`config.mk`:
```
export PLATFORM = sky130hd
export DESIGN_NAME = rr_log_arbiter_flat
export DESIGN_NICKNAME = d
export VERILOG_FILES = /design/src/rtl/rr_log_pkg.sv /design/src/rtl/rr_log_arbiter_if.sv /design/src/rtl/rr_rr_picker.sv /design/src/rtl/rr_log_arbiter.sv /design/src/flat_wrapper.sv
export SDC_FILE = /design/constraint.sdc
export NUM_CORES = 2
export LEC_CHECK = 0
export ABC_AREA = 0
export BUFFER_PORTS_ARGS = -buffer_cell sky130_fd_sc_hd__buf_4
export CORE_AREA = 2 2 630 632
export DETAILED_ROUTE_END_ITERATION = 6
export DIE_AREA = 0 0 632 634
export GPL_TIMING_DRIVEN = 0
export PLACE_DENSITY = 0.3
export SETUP_SLACK_MARGIN = 0.1
export SYNTH_ARGS = -nofsm -noshare
export SYNTH_HDL_FRONTEND = slang
export SYNTH_SLANG_ARGS = --single-unit
```
`constraint.sdc`:
```
create_clock -name clk -period 36 [get_ports clk]
set_input_delay 1.8 -clock clk [delete_from_list [all_inputs] [get_ports clk]]
set_output_delay 1.8 -clock clk [all_outputs]
set_load 0.005 [all_outputs]
```
`src/rtl/rr_log_pkg.sv`:
```
// Shared types for the record/replay log arbiter and its round-robin picker.
// Combinational helpers only; no state lives here.
package rr_log_pkg;

   localparam int RR_LOG_ARB_MAX_SRC = 8;

   typedef enum logic {
      ARB  = 1'b0,
      HOLD = 1'b1
   } arb_state_e;

   typedef logic [$clog2(RR_LOG_ARB_MAX_SRC)-1:0] src_id_t;

   function automatic int id_width(input int n);
      return (n <= 2) ? 1 : $clog2(n);
   endfunction

endpackage

```
`src/rtl/rr_log_arbiter_if.sv`:
```
// Source-side and output-side beat streams of the log arbiter.
// slave = arbiter view, master = view of whoever drives sources and sinks output.
interface rr_log_arbiter_if #(
   parameter int NUM_SRC    = 2,
   parameter int DATA_WIDTH = 512
);
   localparam int ID_WIDTH = rr_log_pkg::id_width(NUM_SRC);

   logic [NUM_SRC-1:0]            src_valid;
   logic [NUM_SRC-1:0]            src_last;
   logic [NUM_SRC*DATA_WIDTH-1:0] src_data;
   logic [NUM_SRC-1:0]            src_ready;
   logic                          out_valid;
   logic                          out_last;
   logic [DATA_WIDTH-1:0]         out_data;
   logic [ID_WIDTH-1:0]           out_src_id;
   logic                          out_ready;

   modport slave (
      input  src_valid, src_last, src_data, out_ready,
      output src_ready, out_valid, out_last, out_data, out_src_id
   );

   modport master (
      output src_valid, src_last, src_data, out_ready,
      input  src_ready, out_valid, out_last, out_data, out_src_id
   );

endinterface

```
`src/rtl/rr_rr_picker.sv`:
```
// Round-robin priority picker: first set req scanning ptr+1, ptr+2, ... mod NUM_SRC.
// Purely combinational.
module rr_rr_picker #(
   parameter  int NUM_SRC  = 2,
   localparam int ID_WIDTH = rr_log_pkg::id_width(NUM_SRC)
) (
   input  logic [NUM_SRC-1:0]  req,
   input  logic [ID_WIDTH-1:0] ptr,
   output logic                any,
   output logic [ID_WIDTH-1:0] idx
);

   logic [31:0] pos;

   // Scan farthest offset first so the nearest requester after ptr wins.
   always_comb begin
      any = 1'b0;
      idx = '0;
      pos = '0;
      for (int k = NUM_SRC; k >= 1; k--) begin
         pos = 32'(ptr) + 32'(k);
         if (pos >= 32'(NUM_SRC)) pos = pos - 32'(NUM_SRC);
         if (req[pos[ID_WIDTH-1:0]]) begin
            any = 1'b1;
            idx = pos[ID_WIDTH-1:0];
         end
      end
   end

endmodule

```
`src/rtl/rr_log_arbiter.sv`:
```
// Round-robin arbiter merging multi-beat log records into one stream, grant held to last beat.
// One registered output stage (1-cycle latency, 1 beat/cycle); record_en stops at record boundaries.
module rr_log_arbiter
   import rr_log_pkg::*;
#(
   parameter int NUM_SRC    = 2,
   parameter int DATA_WIDTH = 512,
   parameter int CNT_WIDTH  = 32
) (
   input  logic                         clk,
   input  logic                         rst,
   input  logic                         record_en,
   rr_log_arbiter_if.slave              bus,
   output logic                         drained,
   output logic [NUM_SRC*CNT_WIDTH-1:0] rec_cnt
);

   localparam int ID_WIDTH = id_width(NUM_SRC);

   arb_state_e          state, state_nxt;
   logic [ID_WIDTH-1:0] rr_ptr, cur_src, pick_idx, sel;
   logic                pick_any, slot_free, grant_now, ready_en, beat_acc, beat_last;

   rr_rr_picker #(.NUM_SRC(NUM_SRC)) u_picker (
      .req (bus.src_valid),
      .ptr (rr_ptr),
      .any (pick_any),
      .idx (pick_idx)
   );

   assign slot_free = !bus.out_valid | bus.out_ready;
   assign grant_now = (state == ARB) & record_en & pick_any & slot_free;
   assign sel       = (state == HOLD) ? cur_src : pick_idx;
   assign ready_en  = !rst & slot_free & ((state == HOLD) | grant_now);
   assign beat_acc  = ready_en & bus.src_valid[sel];
   assign beat_last = bus.src_last[sel];
   assign drained   = !record_en & (state == ARB) & !bus.out_valid;

   for (genvar i = 0; i < NUM_SRC; i++) begin : g_src
      logic [CNT_WIDTH-1:0] cnt;

      assign bus.src_ready[i] = ready_en & (sel == ID_WIDTH'(i));
      assign rec_cnt[i*CNT_WIDTH +: CNT_WIDTH] = cnt;

      always_ff @(posedge clk or posedge rst) begin
         if (rst) begin
            cnt <= '0;
         end else if (beat_acc && beat_last && sel == ID_WIDTH'(i) && cnt != '1) begin
            cnt <= cnt + CNT_WIDTH'(1);
         end
      end
   end

   always_ff @(posedge clk or posedge rst) begin
      if (rst) state <= ARB;
      else     state <= state_nxt;
   end

   always_comb begin
      state_nxt = state;
      case (state)
         ARB:     if (grant_now && !beat_last) state_nxt = HOLD;
         HOLD:    if (beat_acc && beat_last)   state_nxt = ARB;
         default: state_nxt = ARB;
      endcase
   end

   // Reset pointer to the last source so source 0 wins the first scan.
   always_ff @(posedge clk or posedge rst) begin
      if (rst) begin
         rr_ptr  <= ID_WIDTH'(NUM_SRC - 1);
         cur_src <= '0;
      end else if (grant_now) begin
         rr_ptr  <= pick_idx;
         cur_src <= pick_idx;
      end
   end

   always_ff @(posedge clk or posedge rst) begin
      if (rst) begin
         bus.out_valid  <= 1'b0;
         bus.out_last   <= 1'b0;
         bus.out_data   <= '0;
         bus.out_src_id <= '0;
      end else if (beat_acc) begin
         bus.out_valid  <= 1'b1;
         bus.out_last   <= beat_last;
         bus.out_data   <= bus.src_data[sel*DATA_WIDTH +: DATA_WIDTH];
         bus.out_src_id <= sel;
      end else if (bus.out_ready) begin
         bus.out_valid  <= 1'b0;
      end
   end

endmodule

```
`src/flat_wrapper.sv`:
```
// flat-port wrapper written by rule: the top's interface ports become plain ports
module rr_log_arbiter_flat import rr_log_pkg::*;
#(
   parameter int NUM_SRC    = 2,
   parameter int DATA_WIDTH = 512,
   parameter int CNT_WIDTH  = 32
)
  (clk, rst, record_en, drained, rec_cnt, bus_src_valid, bus_src_last, bus_src_data, bus_out_ready, bus_src_ready, bus_out_valid, bus_out_last, bus_out_data, bus_out_src_id);
  rr_log_arbiter_if #(.NUM_SRC(NUM_SRC), .DATA_WIDTH(DATA_WIDTH)) bus_i ();
  input  logic clk;
  input  logic rst;
  input  logic record_en;
  output logic drained;
  output logic [NUM_SRC*CNT_WIDTH-1:0] rec_cnt;
  input wire logic [$bits(bus_i.src_valid)-1:0] bus_src_valid;
  input wire logic [$bits(bus_i.src_last)-1:0] bus_src_last;
  input wire logic [$bits(bus_i.src_data)-1:0] bus_src_data;
  input wire logic [$bits(bus_i.out_ready)-1:0] bus_out_ready;
  output wire logic [$bits(bus_i.src_ready)-1:0] bus_src_ready;
  output wire logic [$bits(bus_i.out_valid)-1:0] bus_out_valid;
  output wire logic [$bits(bus_i.out_last)-1:0] bus_out_last;
  output wire logic [$bits(bus_i.out_data)-1:0] bus_out_data;
  output wire logic [$bits(bus_i.out_src_id)-1:0] bus_out_src_id;
  assign bus_i.src_valid = bus_src_valid;
  assign bus_i.src_last = bus_src_last;
  assign bus_i.src_data = bus_src_data;
  assign bus_i.out_ready = bus_out_ready;
  assign bus_src_ready = bus_i.src_ready;
  assign bus_out_valid = bus_i.out_valid;
  assign bus_out_last = bus_i.out_last;
  assign bus_out_data = bus_i.out_data;
  assign bus_out_src_id = bus_i.out_src_id;
  rr_log_arbiter #(.NUM_SRC(NUM_SRC), .DATA_WIDTH(DATA_WIDTH), .CNT_WIDTH(CNT_WIDTH)) u_core (.clk(clk), .rst(rst), .record_en(record_en), .bus(bus_i), .drained(drained), .rec_cnt(rec_cnt));
endmodule
```
==> results.py <==
metrics = {
    "detailed_routing": {
        "drt-total-wl_um": 307000,
        "ant_nets": 0,
        "drtPass1Iterations": 5,
        "num_vias": 28700,
        "drc_errors": 0,
        "drt_iter0_drc": 1610,
        "avgViaCountPerCell": 2.98,
        "wl_per_cell_um": 31.8,
    },
    "synth": {
        "syn_avg_cell_area_sq_um": 10.4,
        "synthesis.area_sq_um": 26700,
        "synth_edf_count": 0,
        "async_reset_ff_frac": 1.00,
        "ys_seq_elements": 582,
        "ys_warn_count": 0,
        "synth_ff_type": "dfrtp_1",
        "synth.distinct_cells": 47,
        "postSynthCellCount": 2568,
        "yosysSeqAreaShare": 0.546,
        "syn-num-nets": 3602,
    },
    "timing": {
        "holdWs_ns": 0.479,
        "tns_ns": 0,
        "period_share": 0.193,
        "finalSetupViolations": 0,
        "maxSlewHeadroom": 0.0427,
        "fin_worst_skew_ns": 0.0462,
        "fin_crit_ns": 6.96,
        "hold_viol_final": 0,
        "worstMarginPinSlew_ns": 1.44,
        "max_freq_ghz": 0.144,
        "slew_violations": 0,
        "rsz0062_at_grt": "no",
    },
    "die": {
        "die_w_um": 632,
        "initial_core_util": 0.0677,
        "io_pins": 1614,
        "die_area_sq_um": 401000,
        "core_sq_um": 394000,
        "std_cell_rows": 231,
        "die_y_um": 634,
    },
    "cells_and_area": {
        "fillers": 45400,
        "layout_common_cells": "buf_4 (1614), dfrtp_1 (581), nand2_1 (544), o21ai_0 (514), mux2i_1 (511)",
        "final_common_cell": "buf_4",
        "nNetsFinal": 5313,
        "drive_gt1_frac": 0.421,
        "area_delta_synth_final_pct": 81.7,
    },
    "setup_path": {
        "ff2ff_path_depth": 8,
        "critical_path.max_stage_delay_ns": 0.95,
        "worstPathArrival_ns": 7.64,
        "crit_path_cell_trace": "buf_4, inv_8, buf_16, buf_16, buf_16, o2111ai_1, or2_2, buf_2, buf_2, buf_2, clkbuf_1, nand2_1, o21ai_0",
        "crit_fanout": 101,
        "critPathSlowestCell": "clkbuf_1",
        "start_kind": "primary input",
        "endpoint_kind": "flop",
        "critPathKind": "in -> reg",
        "required_ns": 36.68,
    },
    "clock_tree": {
        "cts.clk_slew.worst_paths_ns": 0.06,
        "cts_buffer_depth": 4,
        "clkLatencyLatePin_ns": 0.79,
        "cts_resized": 0,
        "hold_buffers": 0,
        "cts_buffers": 87,
        "clock_sinks": 582,
        "post_cts.repair.setup_buffers": 0,
        "cts_tree": "yes",
        "htreeDepth": 3,
        "root_buffer": "clkbuf_16",
    },
    "pwr": {
        "p_sw_frac": 0.422,
        "p_switching_uw": 1610,
        "pwr_density_cell_nw_per_um2": 78.4,
        "combPwrFrac": 0.474,
        "p_int_uw": 2200,
        "power_frac_seq": 0.296,
        "pwr-share-clk": 0.230,
        "ir_drop_v": 0.0000304,
        "p_leak_uw": 0.0221,
    },
    "hold_path": {
        "hold_path_class": "reg -> reg",
        "holdPathStages": 2,
    },
    "grt": {
        "overflow": 0,
        "grtUsageTotal": 0.147,
        "grt_max_degree": 110,
        "grt_pass1_wl_um": 372000,
        "antenna_found_initial": 263,
        "grt_pass1_vias": 29000,
    },
    "placement": {
        "dpl.hpwl_um": 272000,
        "gp_congestion": 1.04,
        "port_buffers": 1613,
    },
    "flow_run": {
        "cap_violations": 0,
    },
    "run_status": {
        "outcome": "finished clean",
    },
}
## power groups by stage
stage | Combinational (uW) | Clock [uW] | Sequential (uW)
detailed placement | 1850 | 0 | 1130
CTS | 1860 | 913 | 1130
floorplan | 646 | 0 | 1110
global placement | 1850 | 0 | 1130
global route | 1940 | 931 | 1160
finish | 1800 | 873 | 1130
## metrics by stage
| stage | power (uW) | instances | util | setup slack [ns] | area [sq um] |
|---|---|---|---|---|---|
| after detailed placement | 2990 | 9432 | 0.116 | 27.83 | 45600 |
| final | 3800 | 9638 | 0.123 | 29.04 | 48500 |
| after CTS | 3900 | 9574 | 0.123 | 28.71 | 48300 |
| after floorplan | 1760 | 2568 | - | 17.88 | 26700 |
| after global routing | 4030 | 9602 | 0.123 | 28.48 | 48400 |
| after global placement | 2980 | 9423 | 0.115 | 5.90 | 45400 |
## final timing paths
kind / from / to / slack [ns]
max: rst / u_core.bus.out_data[132] / 29.04
min: u_core.bus.out_data[230] / u_core.bus.out_data[230] / 0.48
max reg2reg: u_core.state / u_core.bus.out_data[54] / 30.92
min reg2reg: u_core.bus.out_data[230] / u_core.bus.out_data[230] / 0.48
max in group asynchronous: rst / u_core.g_src[0].cnt[23] / 32.59
min in group asynchronous: rst / u_core.bus.out_data[448] / 1.07
## synthesized netlist by cell type (3+ instances only)
cell type | number | share of area
nor4_1 | 24 | 0.0056
nor3_1 | 24 | 0.0045
and3_1 | 5 | 0.0012
nand4_1 | 18 | 0.0042
xnor2_1 | 16 | 0.0053
o211ai_1 | 3 | 0.00084
nor4b_1 | 4 | 0.0013
nand3_1 | 20 | 0.0038
and4_1 | 4 | 0.0013
or3_1 | 9 | 0.0021
nor2_1 | 13 | 0.0018
mux2_2 | 4 | 0.0017
xor2_1 | 46 | 0.015
inv_1 | 6 | 0.00084
buf_2 | 51 | 0.0096
mux2i_1 | 512 | 0.19
or2_2 | 5 | 0.0012
o21ai_0 | 514 | 0.096
clkbuf_1 | 127 | 0.018
buf_1 | 9 | 0.0013
nand2_1 | 544 | 0.077
dfrtp_1 | 581 | 0.54
## layout make-up
cell class / count / area, sq um / share of cell area
diodes: 64 / 160 / 0.00330
plain buffers: 187 / 774 / 0.0160
clock buffers: 126 / 2530 / 0.0523
clock inverters: 16 / 223 / 0.00459
inverters: 6 / 30.0 / 0.000619
multi-input cells: 1793 / 11300 / 0.234
flip-flops and latches: 582 / 14600 / 0.300
well taps: 5242 / 6560 / 0.135
repair buffers: 1622 / 12300 / 0.254
## sequential cells by signal (all words and copies together) (netlist names)
| signal | cells |
|---|---|
| u_core.bus.out_data | 512 |
| u_core.bus.out_valid | 1 |
| u_core.rr_ptr | 1 |
| u_core.g_src.cnt | 64 |
| u_core.bus.out_last | 1 |
| u_core.cur_src | 1 |
| u_core.state | 1 |
| u_core.bus.out_src_id | 1 |
## critical path, delay by kind of cell
kind,cells,cell delay (ns)
buf+inv,9,4.58
compound gates,2,0.42
simple gates,2,0.29
## cells by family after synthesis
family                   synth area share
AO/OA/AOI/OAI                      0.0999
XOR/XNOR                           0.0203
buffers and inverters              0.0295
AND/OR/NAND/NOR                     0.110
adder cells (fa/ha/maj)          0.000937
flip-flops                          0.546
multiplexers                        0.194
## per-layer routing
metal / wire [um] / track usage / up-vias
li1: - / - / 12400
met2: 152000 / 0.257 / 1452
met3: 27000 / 0.0546 / 498
met1: 119000 / 0.168 / 14200
met5: 602 / 0 / -
met4: 8550 / 0.0381 / 92
No activity file was read; power rests on OpenSTA's default activity.
